[config.mk]
export PLATFORM = sky130hd
export DESIGN_NAME = pool_stream
export DESIGN_NICKNAME = d
export VERILOG_FILES = /design/src/rtl/pool_stream.sv
export SDC_FILE = /design/constraint.sdc
export NUM_CORES = 1
export LEC_CHECK = 0
export BUFFER_PORTS_ARGS = -buffer_cell sky130_fd_sc_hd__buf_2
export CORE_UTILIZATION = 57
export CTS_CLUSTER_DIAMETER = 50
export DETAILED_ROUTE_END_ITERATION = 10
export GPL_TIMING_DRIVEN = 0
export PLACE_DENSITY = 0.75
export SLEW_MARGIN = 0
export SYNTH_ARGS = -nofsm -noshare
export SYNTH_HDL_FRONTEND = slang
export SYNTH_SLANG_ARGS = --single-unit
[constraint.sdc]
create_clock -name clk -period 4.5 [get_ports clk]
set_clock_uncertainty 0.05 [all_clocks]
set_input_delay 0.225 -clock clk [delete_from_list [all_inputs] [get_ports clk]]
set_output_delay 0.225 -clock clk [all_outputs]
set_load 0.05 [all_outputs]
[src/rtl/pool_stream.sv]
// Streaming K x K / stride-K pooling (max or floor-average) over raster-ordered pixels,
// keeping one row of partial window results instead of a frame buffer.
module pool_stream #(
  parameter int WIDTH = 9,
  parameter int IMG_W = 28,
  parameter int IMG_H = 28,
  parameter int K     = 2
) (
  input  logic             clk,
  input  logic             rst,
  input  logic             mode,
  input  logic             in_valid,
  output logic             in_ready,
  input  logic [WIDTH-1:0] in_data,
  output logic             out_valid,
  input  logic             out_ready,
  output logic [WIDTH-1:0] out_data,
  output logic             out_last
);

  localparam int LK = (K == 4) ? 2 : 1;
  localparam int SH = 2 * LK;
  localparam int AW = WIDTH + SH;
  localparam int NW = IMG_W / K;
  localparam int CW = $clog2(IMG_W);
  localparam int RW = $clog2(IMG_H);
  localparam int WW = (NW > 1) ? $clog2(NW) : 1;

  logic [CW-1:0]          col_q, col_d;
  logic [RW-1:0]          row_q, row_d;
  logic signed [AW-1:0]   acc_q, acc_d;
  logic                   mode_q, mode_d;
  logic                   out_valid_q, out_valid_d;
  logic [WIDTH-1:0]       out_data_q, out_data_d;
  logic                   out_last_q, out_last_d;
  logic signed [AW-1:0]   pbuf_q [NW];

  logic                   accept, first_px, mode_eff, h_done, win_done, row_end, frame_end;
  logic [LK-1:0]          kx, ky;
  logic [WW-1:0]          wc;
  logic signed [AW-1:0]   pix, pb, h, v;

  assign in_ready  = !rst && (!out_valid_q || out_ready);
  assign out_valid = out_valid_q;
  assign out_data  = out_data_q;
  assign out_last  = out_last_q;

  always_comb begin
    accept    = in_valid && in_ready;
    first_px  = (col_q == '0) && (row_q == '0);
    // The frame's first pixel must already use the mode being latched with it.
    mode_eff  = first_px ? mode : mode_q;
    kx        = col_q[LK-1:0];
    ky        = row_q[LK-1:0];
    wc        = WW'(col_q >> LK);
    pix       = {{SH{in_data[WIDTH-1]}}, in_data};
    pb        = pbuf_q[wc];
    h_done    = (kx == LK'(K-1));
    win_done  = accept && h_done && (ky == LK'(K-1));
    row_end   = (col_q == CW'(IMG_W-1));
    frame_end = row_end && (row_q == RW'(IMG_H-1));

    if (kx == '0)    h = pix;
    else if (mode_eff) h = acc_q + pix;
    else             h = (pix > acc_q) ? pix : acc_q;

    if (ky == '0)    v = h;
    else if (mode_eff) v = pb + h;
    else             v = (h > pb) ? h : pb;

    col_d  = col_q;
    row_d  = row_q;
    acc_d  = acc_q;
    mode_d = mode_q;
    if (accept) begin
      col_d = row_end ? '0 : col_q + CW'(1);
      if (row_end) row_d = frame_end ? '0 : row_q + RW'(1);
      acc_d = h;
      if (first_px) mode_d = mode;
    end

    out_valid_d = out_valid_q;
    out_data_d  = out_data_q;
    out_last_d  = out_last_q;
    if (win_done) begin
      out_valid_d = 1'b1;
      out_data_d  = mode_eff ? WIDTH'(v >>> SH) : WIDTH'(v);
      out_last_d  = frame_end;
    end else if (out_ready) begin
      out_valid_d = 1'b0;
    end
  end

  always_ff @(posedge clk) begin
    if (rst) begin
      col_q       <= '0;
      row_q       <= '0;
      acc_q       <= '0;
      mode_q      <= 1'b0;
      out_valid_q <= 1'b0;
      out_data_q  <= '0;
      out_last_q  <= 1'b0;
    end else begin
      col_q       <= col_d;
      row_q       <= row_d;
      acc_q       <= acc_d;
      mode_q      <= mode_d;
      out_valid_q <= out_valid_d;
      out_data_q  <= out_data_d;
      out_last_q  <= out_last_d;
    end
  end

  // Every entry is written at ky == 0 before any read, so no reset is needed.
  always_ff @(posedge clk) begin
    if (accept && h_done && (ky != LK'(K-1))) pbuf_q[wc] <= v;
  end

endmodule

==> results.py <==
metrics = {
    "worst_setup_path": {
        "r2r_start": "acc_q[2]$_SDFFE_PP0P_",
        "rrSetupSlack_ns": -0.08,
        "slowest_delay_ns": 0.36,
        "r2r.worst_path.cells": 23,
        "required_ns": 4.68,
        "crit_path_start_kind": "register",
        "critPathArrivalTime_ns": 4.76,
        "r2r_end": "pbuf_q[4][9]$_DFFE_PP_",
        "crit_chain": "inv_1 -> ha_4 -> buf_6 -> a21oi_4 -> a211oi_2 -> buf_4 -> a2111oi_4 -> o21ai_4 -> buf_6 -> a221oi_4 -> buf_12 -> inv_2 -> ha_4 -> nand4b_1 -> nor3_2 -> a2111oi_4 -> o21ai_1 -> buf_4 -> o21ai_4 -> buf_6 -> buf_6 -> o2111ai_4 -> o21ai_4",
        "critical_path.most_common_cell": "buf_6",
        "crit_family": "compound AO/OA/AOI/OAI gates",
        "slowest_stage": "dfxtp_4",
        "path_class": "reg2reg",
        "critPathCaptureType": "register",
        "critPathBufInv": 9,
        "critical_path.max_fanout": 7,
    },
    "floorplanning": {
        "die_y_um": 132,
        "fp-row-count": 46,
        "initial_utilization": 0.594,
        "die_area_mm2": 0.0173,
        "die_w_um": 132,
        "io_pins": 26,
        "fp.coreArea_mm2": 0.0161,
    },
    "route": {
        "antenna_left": 0,
        "viasPerCell": 6.69,
        "drt_iter0_markers": 728,
        "wirelength_um": 27700,
        "vias": 7354,
        "routedWlPerCell_um": 25.1,
        "route.detailed.drc": 0,
        "drt_pass1_iterations": 5,
    },
    "placement": {
        "numPlacedInstances": 996,
        "placed_cell_area_mm2": 0.0100,
        "place_congestion": 0.908,
        "dpl.hpwl_um": 16400,
        "port_buffers": 25,
    },
    "pwr": {
        "p_per_area_mw_per_mm2": 362,
        "swShare": 0.288,
        "seq_power_share": 0.443,
        "p_comb_frac": 0.215,
        "power.total_mw": 4.43,
        "switchingPower_mw": 1.28,
        "internal-power_mw": 3.16,
        "clkPwrFrac": 0.342,
        "vdd_ir_drop_max_v": 0.000314,
        "p_leak_nw": 4.29,
    },
    "clock_tree": {
        "h-tree-depth": 4,
        "worstSkewPairLatency_ns": 0.44,
        "cts.sinks": 191,
        "clockRootBuffer": "clkbuf_16",
        "clockBufferDepth": 2,
        "clk_pin_slew_ns": 0.07,
        "cts_tree": "built",
        "cts_inserted_buffers": 17,
    },
    "global_routing": {
        "grt_max_degree": 20,
        "grt_pass1_wl_um": 39000,
        "grt_pass1_vias": 7053,
        "gr-usage-all-layers": 0.300,
        "grt.overflow.total": 0,
        "antenna_found_initial": 0,
    },
    "synth": {
        "synthCells": 751,
        "ys_seq_area_frac": 0.561,
        "yosysUniqueCellTypes": 74,
        "yosysWarnings": 0,
        "ys_ff_latch": 191,
        "ys.flop_type": "edfxtp_1",
        "syn_area_per_cell_um2": 12.7,
        "async_flop_share": 0,
        "syn-cell-area_mm2": 0.00957,
        "synth_edf_count": 154,
        "synth_fp_nets": 813,
    },
    "finish": {
        "diodes": 0,
        "area_growth_syn_to_layout_pct": 28.1,
        "mostFrequentLayoutCells": "edfxtp_1, buf_4, nor2_1, inv_1, a21oi_1",
        "final_area_mm2": 0.0123,
        "drive_above_1_share": 0.372,
        "final_cell_count_no_fill": 1100,
        "fillCellCount": 895,
        "mostFrequentLayoutCell": "edfxtp_1",
        "nets": 933,
    },
    "timing": {
        "fmax_mhz": 218,
        "finalHoldViolations": 0,
        "drv_slew": 0,
        "setup_slack_ns": -0.0777,
        "period_share": 1.02,
        "relSlewSlack": 0.0991,
        "fin_crit_ns": 4.58,
        "hold_ws_ns": 0.0815,
        "tightest_slew_ns": 1.34,
        "finalSetupViolCount": 71,
        "rsz0062_at_grt": "true",
    },
    "status": {
        "status": "finished with violations",
        "violations": "negative setup slack",
    },
    "hold_path": {
        "whs_path_depth": 4,
        "worst_hold_startpoint": "out_ready",
        "worstHoldEndpoint": "out_valid$_SDFFE_PP0P_",
        "hold_class": "in2reg",
    },
    "run": {
        "maxCapViolations": 0,
    },
}
[cells in the mapped netlist (all sizes together), types with 4 or more instances]
cell	number	area [um2]
inv	52	195
clkbuf	22	82.6
nand3	27	135
a21oi	49	245
mux2i	23	230
edfxtp	154	4620
nand4b	6	52.6
mux4	34	766
xnor2	11	96.3
nor2b	7	43.8
o21a	4	30.0
nand4	4	25.0
a221oi	4	53.8
o31ai	6	45.0
nor3	20	100
ha	46	576
nor2	64	240
nor4b	4	65.1
xor2	4	35.0
and3	5	36.3
a2111oi	8	72.6
nand2	31	116
nor4	5	31.3
dfxtp	37	741
buf	12	70.1
nand2b	9	56.3
a31oi	4	25.0
or3	9	56.3
o21ai	31	170
a22oi	6	45.0
[timing repair]
| action | in CTS | in global routing |
|---|---|---|
| buffers inserted | 37 | 35 |
| setup endpoints to repair | 163 | 160 |
| cloned | 2 | 2 |
| resized for setup | 122 | 88 |
| hold buffers | 0 | 0 |
| pin swaps | 30 | 41 |
[worst max path at each step]
stage,end,slack [ns],start,cells past startpoint
4_1_cts,pbuf_q[3][6]$_DFFE_PP_,0.005,acc_q[4]$_SDFFE_PP0P_,20
6_report,pbuf_q[4][9]$_DFFE_PP_,-0.08,acc_q[2]$_SDFFE_PP0P_,23
3_5_place_dp,pbuf_q[0][3]$_DFFE_PP_,-1.58,row_q[0]$_SDFFE_PP0P_,19
2_1_floorplan,pbuf_q[0][4]$_DFFE_PP_,0.002,acc_q[4]$_SDFFE_PP0P_,18
3_3_place_gp,pbuf_q[2][3]$_DFFE_PP_,-1.43,row_q[0]$_SDFFE_PP0P_,19
5_1_grt,pbuf_q[12][9]$_DFFE_PP_,-0.21,acc_q[2]$_SDFFE_PP0P_,23
[through the flow]
stage / setup slack (ns) / TNS [ns] / utilization
floorplan: 0.00219 / 0 / -
global placement: -1.43 / -201.26 / 0.618
detailed placement: -1.58 / -225.05 / 0.623
CTS: 0.00519 / 0 / 0.720
global route: -0.206 / -18.53 / 0.760
finish: -0.0777 / -3.60 / 0.760
[layout make-up]
type	instances	area, um2	share of cell area
clock buffer	17	425	0.0347
buffer	31	206	0.0169
multi-input combinational	477	4750	0.388
inverter	52	204	0.0166
tap	216	270	0.0221
clock inverter	15	168	0.0137
sequential	191	5390	0.440
timing repair buffer	101	835	0.0681
[power by group through the flow]
stage / registers (mW) / clock network (mW) / logic (mW)
after floorplan: 2.00 / 0 / 0.420
after global placement: 2.00 / 0 / 0.555
after detailed placement: 2.00 / 0 / 0.573
after CTS: 1.96 / 1.53 / 0.771
after global routing: 1.97 / 1.59 / 1.00
final: 1.97 / 1.52 / 0.952
[registers in the layout, indices dropped and copies added, names as in the netlist, named ones only]
name,cells
mode_q,1
row_q,5
out_last,1
out_data,9
out_valid,1
acc_q,11
col_q,5
pbuf_q,154
[routing by layer]
metal / global-route usage / routed length (um) / vias to the layer above
li1: - / - / 3112
met1: 0.376 / 10500 / 3634
met2: 0.508 / 13500 / 497
met3: 0.0471 / 2480 / 111
met4: 0.149 / 1210 / 0
met5: 0 / 0 / -
[logic make-up after synthesis]
kind of cell / count (synthesis) / share of synthesized area
and+or+nand+nor: 200 / 0.107
DFF: 191 / 0.561
AOI/OAI and AO/OA: 151 / 0.110
buffers and inverters: 86 / 0.0364
muxes: 60 / 0.108
adders and majority gates: 48 / 0.0643
xor gates and xnor gates: 15 / 0.0137
[tightest hold or removal path, stage by stage]
cell     delay (ns)
buf_2          0.07
nor2b_1        0.05
nor2_1         0.13
nor2_1         0.05
Note: power is estimated with default switching activity, not from simulation.
